File: config.mk
export PLATFORM = sky130hd
export DESIGN_NAME = matrix_scan_controller
export DESIGN_NICKNAME = d
export VERILOG_FILES = /design/src/rtl/matrix_pkg.sv /design/src/rtl/matrix_tick_gen.sv /design/src/rtl/matrix_scan_controller.sv
export SDC_FILE = /design/constraint.sdc
export NUM_CORES = 1
export LEC_CHECK = 0
export ABC_AREA = 1
export CAP_MARGIN = 5
export CORE_MARGIN = 8
export CORE_UTILIZATION = 42
export DETAILED_ROUTE_END_ITERATION = 12
export GPL_TIMING_DRIVEN = 0
export PLACE_DENSITY = 0.77
export SYNTH_ARGS = -nofsm -noshare
export SYNTH_HDL_FRONTEND = slang
export SYNTH_SLANG_ARGS = --single-unit
File: constraint.sdc
create_clock -name clk -period 1.9 [get_ports clk]
set_input_delay 0.38 -clock clk [delete_from_list [all_inputs] [get_ports clk]]
set_output_delay 0.38 -clock clk [all_outputs]
set_load 0.02 [all_outputs]
File: src/rtl/matrix_pkg.sv
// Shared types and constants for the 5x7 LED matrix scan controller.
package matrix_pkg;

    localparam int         N_ROWS  = 5;
    localparam int         N_COLS  = 7;
    localparam int         MSG_W   = 16;
    localparam logic [6:0] COL_OFF = 7'h7F;

    typedef enum logic [1:0] {
        MODE_STATIC = 2'b00,
        MODE_LEFT   = 2'b01,
        MODE_RIGHT  = 2'b10,
        MODE_BLINK  = 2'b11
    } mode_t;

    typedef enum logic {
        ST_BLANK = 1'b0,
        ST_DRIVE = 1'b1
    } state_t;

    // Active-low one-hot column drive for column index col.
    function automatic logic [6:0] col_drive(input logic [2:0] col);
        col_drive = COL_OFF & ~(7'b0000001 << col);
    endfunction

endpackage

File: src/rtl/matrix_tick_gen.sv
// Slot prescaler and column counter for the matrix scan.
// slot_start is high during the last cycle of a slot: the new slot
// (prescaler 0, next column) begins at the following clock edge.
// frame_tick is a registered pulse in the cycle col has just wrapped 6->0.
module matrix_tick_gen
    import matrix_pkg::*;
#(
    parameter int SCAN_DIV = 50000,
    localparam int PW      = $clog2(SCAN_DIV)
) (
    input  logic          clk,
    input  logic          rst,
    output logic [PW-1:0] prescaler,
    output logic          slot_start,
    output logic [2:0]    col,
    output logic          frame_tick
);

    localparam logic [PW-1:0] P_LAST   = PW'(SCAN_DIV - 1);
    localparam logic [2:0]    COL_LAST = 3'(N_COLS - 1);

    assign slot_start = (prescaler == P_LAST);

    // Advance the prescaler; on wrap step the column and flag the frame wrap.
    always_ff @(posedge clk) begin
        if (rst) begin
            prescaler  <= '0;
            col        <= 3'd0;
            frame_tick <= 1'b0;
        end else if (slot_start) begin
            prescaler <= '0;
            if (col == COL_LAST) begin
                col        <= 3'd0;
                frame_tick <= 1'b1;
            end else begin
                col        <= col + 3'd1;
                frame_tick <= 1'b0;
            end
        end else begin
            prescaler  <= prescaler + PW'(1);
            frame_tick <= 1'b0;
        end
    end

endmodule

File: src/rtl/matrix_scan_controller.sv
// Column-multiplexed scan of a 5x7 LED matrix from a 16-bit-wide message,
// with static / scroll-left / scroll-right / blink modes picked by ch1:ch0.
// Optional half-brightness input 'dim' is compiled in with SCAN_DIM_EN.
module matrix_scan_controller
    import matrix_pkg::*;
#(
    parameter int SCAN_DIV      = 50000,
    parameter int BLANK_CYC     = 64,
    parameter int SCROLL_FRAMES = 120
) (
    input  logic        clk,
    input  logic        rst,
    input  logic        ch1,
    input  logic        ch0,
`ifdef SCAN_DIM_EN
    input  logic        dim,
`endif
    input  logic [79:0] msg_rows,
    output logic [6:0]  acender_coluna,
    output logic [4:0]  saida_linha,
    output logic        frame_tick,
    output logic [3:0]  offset
);

    localparam int            PW        = $clog2(SCAN_DIV);
    localparam int            CW        = $clog2(SCROLL_FRAMES + 1);
    localparam logic [PW-1:0] BLANK_END = PW'(BLANK_CYC);
    localparam logic [CW-1:0] CNT_LAST  = CW'(SCROLL_FRAMES - 1);
`ifdef SCAN_DIM_EN
    localparam logic [PW-1:0] DIM_END   = PW'(BLANK_CYC + (SCAN_DIV - BLANK_CYC) / 2);
`endif

    logic [PW-1:0] prescaler;
    logic [PW-1:0] p_next;
    logic          slot_start;
    logic [2:0]    col;
    logic          blank_next;
    state_t        state;
    mode_t         mode;
    logic [1:0]    sync1;
    logic [1:0]    sync2;
    logic [CW-1:0] frame_cnt;
    logic          blink_on;
    logic          step;
    logic [3:0]    msg_idx;
    logic [4:0]    row_bits;
    logic          visible;

    matrix_tick_gen #(
        .SCAN_DIV (SCAN_DIV)
    ) u_tick (
        .clk        (clk),
        .rst        (rst),
        .prescaler  (prescaler),
        .slot_start (slot_start),
        .col        (col),
        .frame_tick (frame_tick)
    );

    // Prescaler value that the next cycle will carry.
    assign p_next = slot_start ? '0 : prescaler + PW'(1);

`ifdef SCAN_DIM_EN
    logic dim_r;
    logic dim_next;

    assign dim_next = slot_start ? dim : dim_r;

    // Hold the dim request for the whole slot, sampled as the slot begins.
    always_ff @(posedge clk) begin
        if (rst) begin
            dim_r <= 1'b0;
        end else if (slot_start) begin
            dim_r <= dim;
        end else begin
            dim_r <= dim_r;
        end
    end
`endif

    // Blank/drive decision for the prescaler value of the next cycle.
    always_comb begin
        blank_next = (p_next < BLANK_END);
`ifdef SCAN_DIM_EN
        if (dim_next && (p_next >= DIM_END)) begin
            blank_next = 1'b1;
        end else begin
            blank_next = blank_next;
        end
`endif
    end

    // Message bit index shown in the current column: window offset plus column, mod 16.
    assign msg_idx = offset + {1'b0, col};

    // Pick one message bit per row for the current column.
    always_comb begin
        row_bits = 5'b00000;
        for (int r = 0; r < N_ROWS; r++) begin
            row_bits[r] = msg_rows[r*MSG_W + int'(msg_idx)];
        end
    end

    // Blink OFF phase makes DRIVE look exactly like BLANK.
    assign visible = (state == ST_DRIVE) && !((mode == MODE_BLINK) && !blink_on);

    // Scan FSM together with the registered pin drive.
    always_ff @(posedge clk) begin
        if (rst) begin
            state          <= ST_BLANK;
            acender_coluna <= COL_OFF;
            saida_linha    <= 5'b00000;
        end else begin
            case (state)
                ST_BLANK: state <= blank_next ? ST_BLANK : ST_DRIVE;
                ST_DRIVE: state <= blank_next ? ST_BLANK : ST_DRIVE;
                default:  state <= ST_BLANK;
            endcase
            if (visible) begin
                acender_coluna <= col_drive(col);
                saida_linha    <= row_bits;
            end else begin
                acender_coluna <= COL_OFF;
                saida_linha    <= 5'b00000;
            end
        end
    end

    // Two-flop synchronizer for the asynchronous mode switches.
    always_ff @(posedge clk) begin
        if (rst) begin
            sync1 <= 2'b00;
            sync2 <= 2'b00;
        end else begin
            sync1 <= {ch1, ch0};
            sync2 <= sync1;
        end
    end

    assign step = (frame_cnt == CNT_LAST);

    // Frame-boundary bookkeeping: scroll step / blink toggle under the old mode,
    // then a pending mode change restarts the counter with blink forced ON.
    always_ff @(posedge clk) begin
        if (rst) begin
            mode      <= MODE_STATIC;
            frame_cnt <= '0;
            blink_on  <= 1'b1;
            offset    <= 4'd0;
        end else if (frame_tick) begin
            if (step) begin
                case (mode)
                    MODE_LEFT:  offset <= offset + 4'd1;
                    MODE_RIGHT: offset <= offset - 4'd1;
                    default:    offset <= offset;
                endcase
            end else begin
                offset <= offset;
            end
            if (sync2 != mode) begin
                mode      <= mode_t'(sync2);
                frame_cnt <= '0;
                blink_on  <= 1'b1;
            end else begin
                mode      <= mode;
                frame_cnt <= step ? '0 : frame_cnt + CW'(1);
                blink_on  <= (step && (mode == MODE_BLINK)) ? ~blink_on : blink_on;
            end
        end else begin
            mode      <= mode;
            frame_cnt <= frame_cnt;
            blink_on  <= blink_on;
            offset    <= offset;
        end
    end

endmodule

## Word-level counts from Yosys, hierarchy flattened

Index checks and enable logic that the tools add are counted.

- Add/subtract/negate cells: 10
- Order comparisons: 6
- Equality and inequality tests: 7
- Shift operators: 1
- Multiplexer cells: 23
- Bitwise gates (word level): 4
- Reduce and logical (&&, ||, !) cells: 12

Operators by type and width:

| kind | count |
|---|---|
| $bmux W1 S7 | 4 |
| $add A16 B1 Y16 const B | 1 |
| $eq A16 B16 Y1 const B | 1 |
| $lt A16 B7 Y1 const B | 1 |
| $lt A7 B8 Y1 const B | 2 |
| $mux W16 | 1 |
| $add A6 B4 Y7 const A | 2 |
| $mux W7 | 2 |
| $mux W1 | 13 |
| $add A7 B4 Y8 const A | 1 |
| $lt A4 B8 Y1 const B | 1 |
| $lt A6 B8 Y1 const B | 1 |
| $lt A8 B8 Y1 const B | 1 |
| $pmux W4 S2 | 1 |
| $add A7 B1 Y7 const B | 1 |
| $eq A7 B7 Y1 const B | 1 |
| $not A7 Y7 | 1 |
| $shl A1 B3 Y7 const A | 1 |
| $add A5 B4 Y6 const A | 1 |
| $add A4 B1 Y4 const B | 1 |
| $add A4 B3 Y4 | 1 |
| $bmux W1 S4 | 1 |
| $eq A2 B2 Y1 const B | 2 |
| $reduce_and A2 Y1 | 2 |
| other kinds (12) | 19 |

- Register bits: 51
- Input bits: 84
- Output and inout bits: 17
- Word-level logic and storage cells: 75

## Longest topological paths before layout

- Depth in word-level cells: 6
- Mapped depth: 12

## By module

From an unflattened synthesis, not the netlist that was laid out.

- Cells, all modules: 549
- Area, all modules: 3538.4 µm²

Modules (own cells, without submodules):

| module | times used | cells an instance | area each (µm²) |
|---|---|---|---|
| matrix_scan_controller | 1 | 390 | 2441.1 |
| matrix_tick_gen | 1 | 159 | 1097.3 |

## Least setup slack after synthesis

Ideal clock, no wire load.

- Path kind: register to register
- From: reg offset[0]
- To: reg saida_linha[0]
- Setup time: 0.115 ns
- Arrival time: 1.966 ns
- Path slack: -0.181 ns
- Cell stages (with the launch flop): 12
- Buffers on the path: 1
- Period minus slack after synthesis: 2.081 ns
- Cells stage by stage: dfxtp_1 ha_1 inv_1 fa_1 buf_1 nor2_1 o21ai_1 o21ai_1 nand2_1 o21ai_1 o21ai_1 nor2_1

- Longest elaborated chain between the ends: 3

Ends and longest elaborated chain:

| element | RTL line | RTL |
|---|---|---|
| start, declared | matrix_scan_controller.sv:22 | `output logic [3:0] offset` |
| start signal, assigned | matrix_scan_controller.sv:153 | `MODE_LEFT: offset <= offset + 4'd1;` |
| start signal, assigned | matrix_scan_controller.sv:154 | `MODE_RIGHT: offset <= offset - 4'd1;` |
| start signal, assigned | matrix_scan_controller.sv:155 | `default: offset <= offset;` |
| $add A4 B3 Y4 | matrix_scan_controller.sv:94 | `assign msg_idx = offset + {1'b0, col};` |
| $bmux W1 S4 | matrix_scan_controller.sv:100 | `row_bits[r] = msg_rows[r*MSG_W + int'(msg_idx)];` |
| $mux W1 (implied by the code) | matrix_scan_controller.sv:100 |  |
| end signal, assigned | matrix_scan_controller.sv:121 | `saida_linha <= row_bits;` |
| end, declared | matrix_scan_controller.sv:20 | `output logic [4:0] saida_linha,` |

No other way between the ends. The select of a mux whose other input is x is not followed.
A chain may end at the register's enable or synchronous reset.

## Final worst setup path

- From: reg offset[0]
- To: reg saida_linha[4]

- Longest elaborated chain between the ends: 5

Ends and longest elaborated chain:

| element | RTL line |
|---|---|
| $add A4 B3 Y4 | matrix_scan_controller.sv:94 |
| $add A7 B4 Y8 | matrix_scan_controller.sv:100 |
| $bmux W1 S7 | matrix_scan_controller.sv:100 |
| $mux W1 (implied by the code) (2 in series) | matrix_scan_controller.sv:100 |

No other way between the ends. The select of a mux whose other input is x is not followed.

==> run summary <==
Worst Path Arrival - 2.29 ns
Critical R2R Launch - offset[0]
Layout cells sized above 1 - 14.16%
Setup tns final - -0.6086 ns
Commonest non-fill, non-tap cells in the layout - nor2_1 (112), clkdlybuf4s50_1 (98), nand2_1 (62)
Slowest stage delay, CP - 0.58 ns
Tightest Pin Transition - 0.4215 ns
VDD IR max - 0.4338 mV
Failing checks - setup timing
Skew final - 0.008799 ns
Reg2Reg Depth - 11
GRT overflow - 0
Final hold vios - 0
Vias/cell - 4.889
WL/cell - 13.52 um
Total power - 1.999 mW
Die width - 102.0 um
Crit path setup slack, layout - -0.1426 ns
Slew Limit Fails - 0
CTS buffer count - 5
Post-layout util - 62.99%
Routed wire length - 9260 um
Clk sinks - 51
Min-Delay Path Depth - 2
IO Port Bufs - 99
CTS clock-pin slew for the worst setup and hold paths - 0.10 ns
Synth Area per Inst - 6.621 um^2
# setup viols final - 5
Crit path top cell by count - o21ai_1
F_max - 489.6 MHz
Num ports - 101
Mapped cell area - 3105 um^2
CTS H-tree depth - 2
GRT Util Overall - 17.73%
Post-Place Setup Slack - -0.2960 ns
Worst hold endpoint - u_tick.prescaler[7]
Die height - 102.0 um
Placed cell count - 667
Vias in the first global route - 3259
DRT antenna net count - 0
Worst r2r dst - saida_linha[4]
Clock latency on the worst-skew pair - 0.30 ns
FF-to-FF setup slack - -0.14 ns
WS Path Type - reg -> reg
Register area share after synthesis - 32.88%
Pre-antenna DRT Iters - 4
Outcome - finished with violations
Hold_buf cts - 0
Max Cap Viol - 0
Clk root buf - clkbuf_8
Post-route cell area - 4544 um^2
DRC Markers - 0
Starting density of the core - 43.05%
Filler cell count - 653
Register bit total from synthesis - 51
Crit. End Element - flop
Cells along the critical path - ha_4, inv_2, fa_2, buf_12, buf_8, o21ai_0, o21ai_1, nand2_1, o21ai_1, o21ai_1, nor2_1
DPL Wire Length - 7319 um
Post-route insts no fill - 685
Final RePlAce weighted congestion - 0.8737
First-pass GRT wire length - 14970 um
Nets - 681
Period Utilization, post-route - 107.5%
Largest net degree at the start of global routing - 16
Synthesized net count - 565
Synth warn - 0
PwrDens - 440.0 nW/um^2
HP Class - in -> reg
Hold_sp - rst
Core Region - 7214 um^2
Initial antenna violation count - 0
First DRT Iteration DRCs - 187
Ant. Diodes - 0
Final hold slack - 0.3975 ns
WP data required - 2.15 ns
Leakage power figure - 1.863 nW
Period minus WS final - 2.043 ns
CTS tree - built
Post-Synthesis Cells - 469
Area Growth Syn to Fin - 46.33%
DIE AREA - 10400 um^2
Synth cell types - 34
Vias post-DR - 3349
Max Root-Sink Buffers - 2
Most common cell after layout, fill and taps aside - nor2_1
Slew HR - 71.80%
Max stage delay cell, worst path - fa_2
Row Count - 31
CP Launch Type - flop
CP Max Fanout - 8
Placement Cell Area - 4228 um^2
RSZ-0062 raised after global routing - yes
==> synthesized netlist by cell type, drive strengths merged <==
library cell / instances / area [um^2]
nor3b: 1 / 7.510
nand4: 1 / 6.260
nor2: 121 / 508.0
a21o: 1 / 7.510
or2: 2 / 12.51
ha: 10 / 125.1
a21oi: 12 / 60.06
buf: 8 / 38.78
o22ai: 6 / 37.54
nand2: 68 / 280.3
o32ai: 1 / 16.27
clkbuf: 8 / 30.03
dfxtp: 51 / 1021
fa: 2 / 40.04
o21ai: 71 / 355.3
nand3: 30 / 160.2
a211oi: 1 / 7.510
nor3: 4 / 25.02
clkinv: 1 / 3.750
xor2: 7 / 61.31
inv: 51 / 191.4
mux2i: 5 / 50.05
xnor2: 6 / 52.55
o211ai: 1 / 7.510
==> worst max path at each step <==
| stage | from | to | slack (ns) |
|---|---|---|---|
| after floorplan | offset[0] | saida_linha[0] | 0.02 |
| after global placement | u_tick.col[0] | saida_linha[0] | -0.24 |
| after detailed placement | u_tick.col[0] | saida_linha[0] | -0.30 |
| after CTS | u_tick.col[0] | saida_linha[0] | -0.14 |
| after global routing | offset[0] | saida_linha[1] | -0.22 |
| final | offset[0] | saida_linha[4] | -0.14 |
==> registers in the layout, indices dropped and copies added (netlist names) <==
signal             flops
acender_coluna         7
u_tick.col             3
mode                   2
u_tick.prescaler      16
u_tick.frame_tick      1
frame_cnt              7
sync2                  2
offset                 4
saida_linha            5
sync1                  2
state                  1
blink_on               1
==> critical path, delay by kind of cell (launching register included) <==
family	cells	cell delay, ns
buf+inv	3	0.29
compound gates	4	0.46
simple gates	2	0.16
flops	1	0.37
fa+ha+maj	2	0.72
==> power breakdown <==
part	leakage, nW	internal, mW	switching, mW	total, mW
clock network	0.0484	0.299	0.353	0.652
registers	0.415	1.08	0.00662	1.08
logic	1.40	0.182	0.0830	0.265
total	1.86	1.56	0.442	2.00
==> layout make-up <==
type / instances / area, um^2 / share of cell area [%]
multi-input cells: 350 / 1889 / 41.57
plain buffers: 16 / 112.6 / 2.478
flip-flops and latches: 51 / 1028 / 22.63
inverters: 52 / 195.2 / 4.295
clock buffers: 7 / 86.33 / 1.900
well taps: 99 / 123.9 / 2.726
repair buffers: 109 / 1100 / 24.20
clock inverters: 1 / 8.758 / 0.1927
==> cell families after synthesis <==
group,count (synthesis),synth area share [%]
buffers and inverters,68,8.501
adders and majority gates,12,5.318
AOI/OAI and AO/OA,93,15.83
DFF,51,32.88
muxes,5,1.612
and+or+nand+nor,227,32.19
xor gates and xnor gates,13,3.666
==> what timing repair did <==
item	4_1_cts	5_1_grt
setup buffers	3	3
resized for setup	22	25
pin swaps	6	13
setup endpoints to repair	5	7
gates cloned	2	2
==> per-layer routing <==
metal	global-route usage, %	part of all wire, %	vias to the layer above
met1	19.75	41	1524
li1	-	-	1733
met5	0	0	-
met3	3.474	5.9	15
met2	32.93	51	77
met4	5.305	1.9	0
Power figures use the tool's default switching activity.
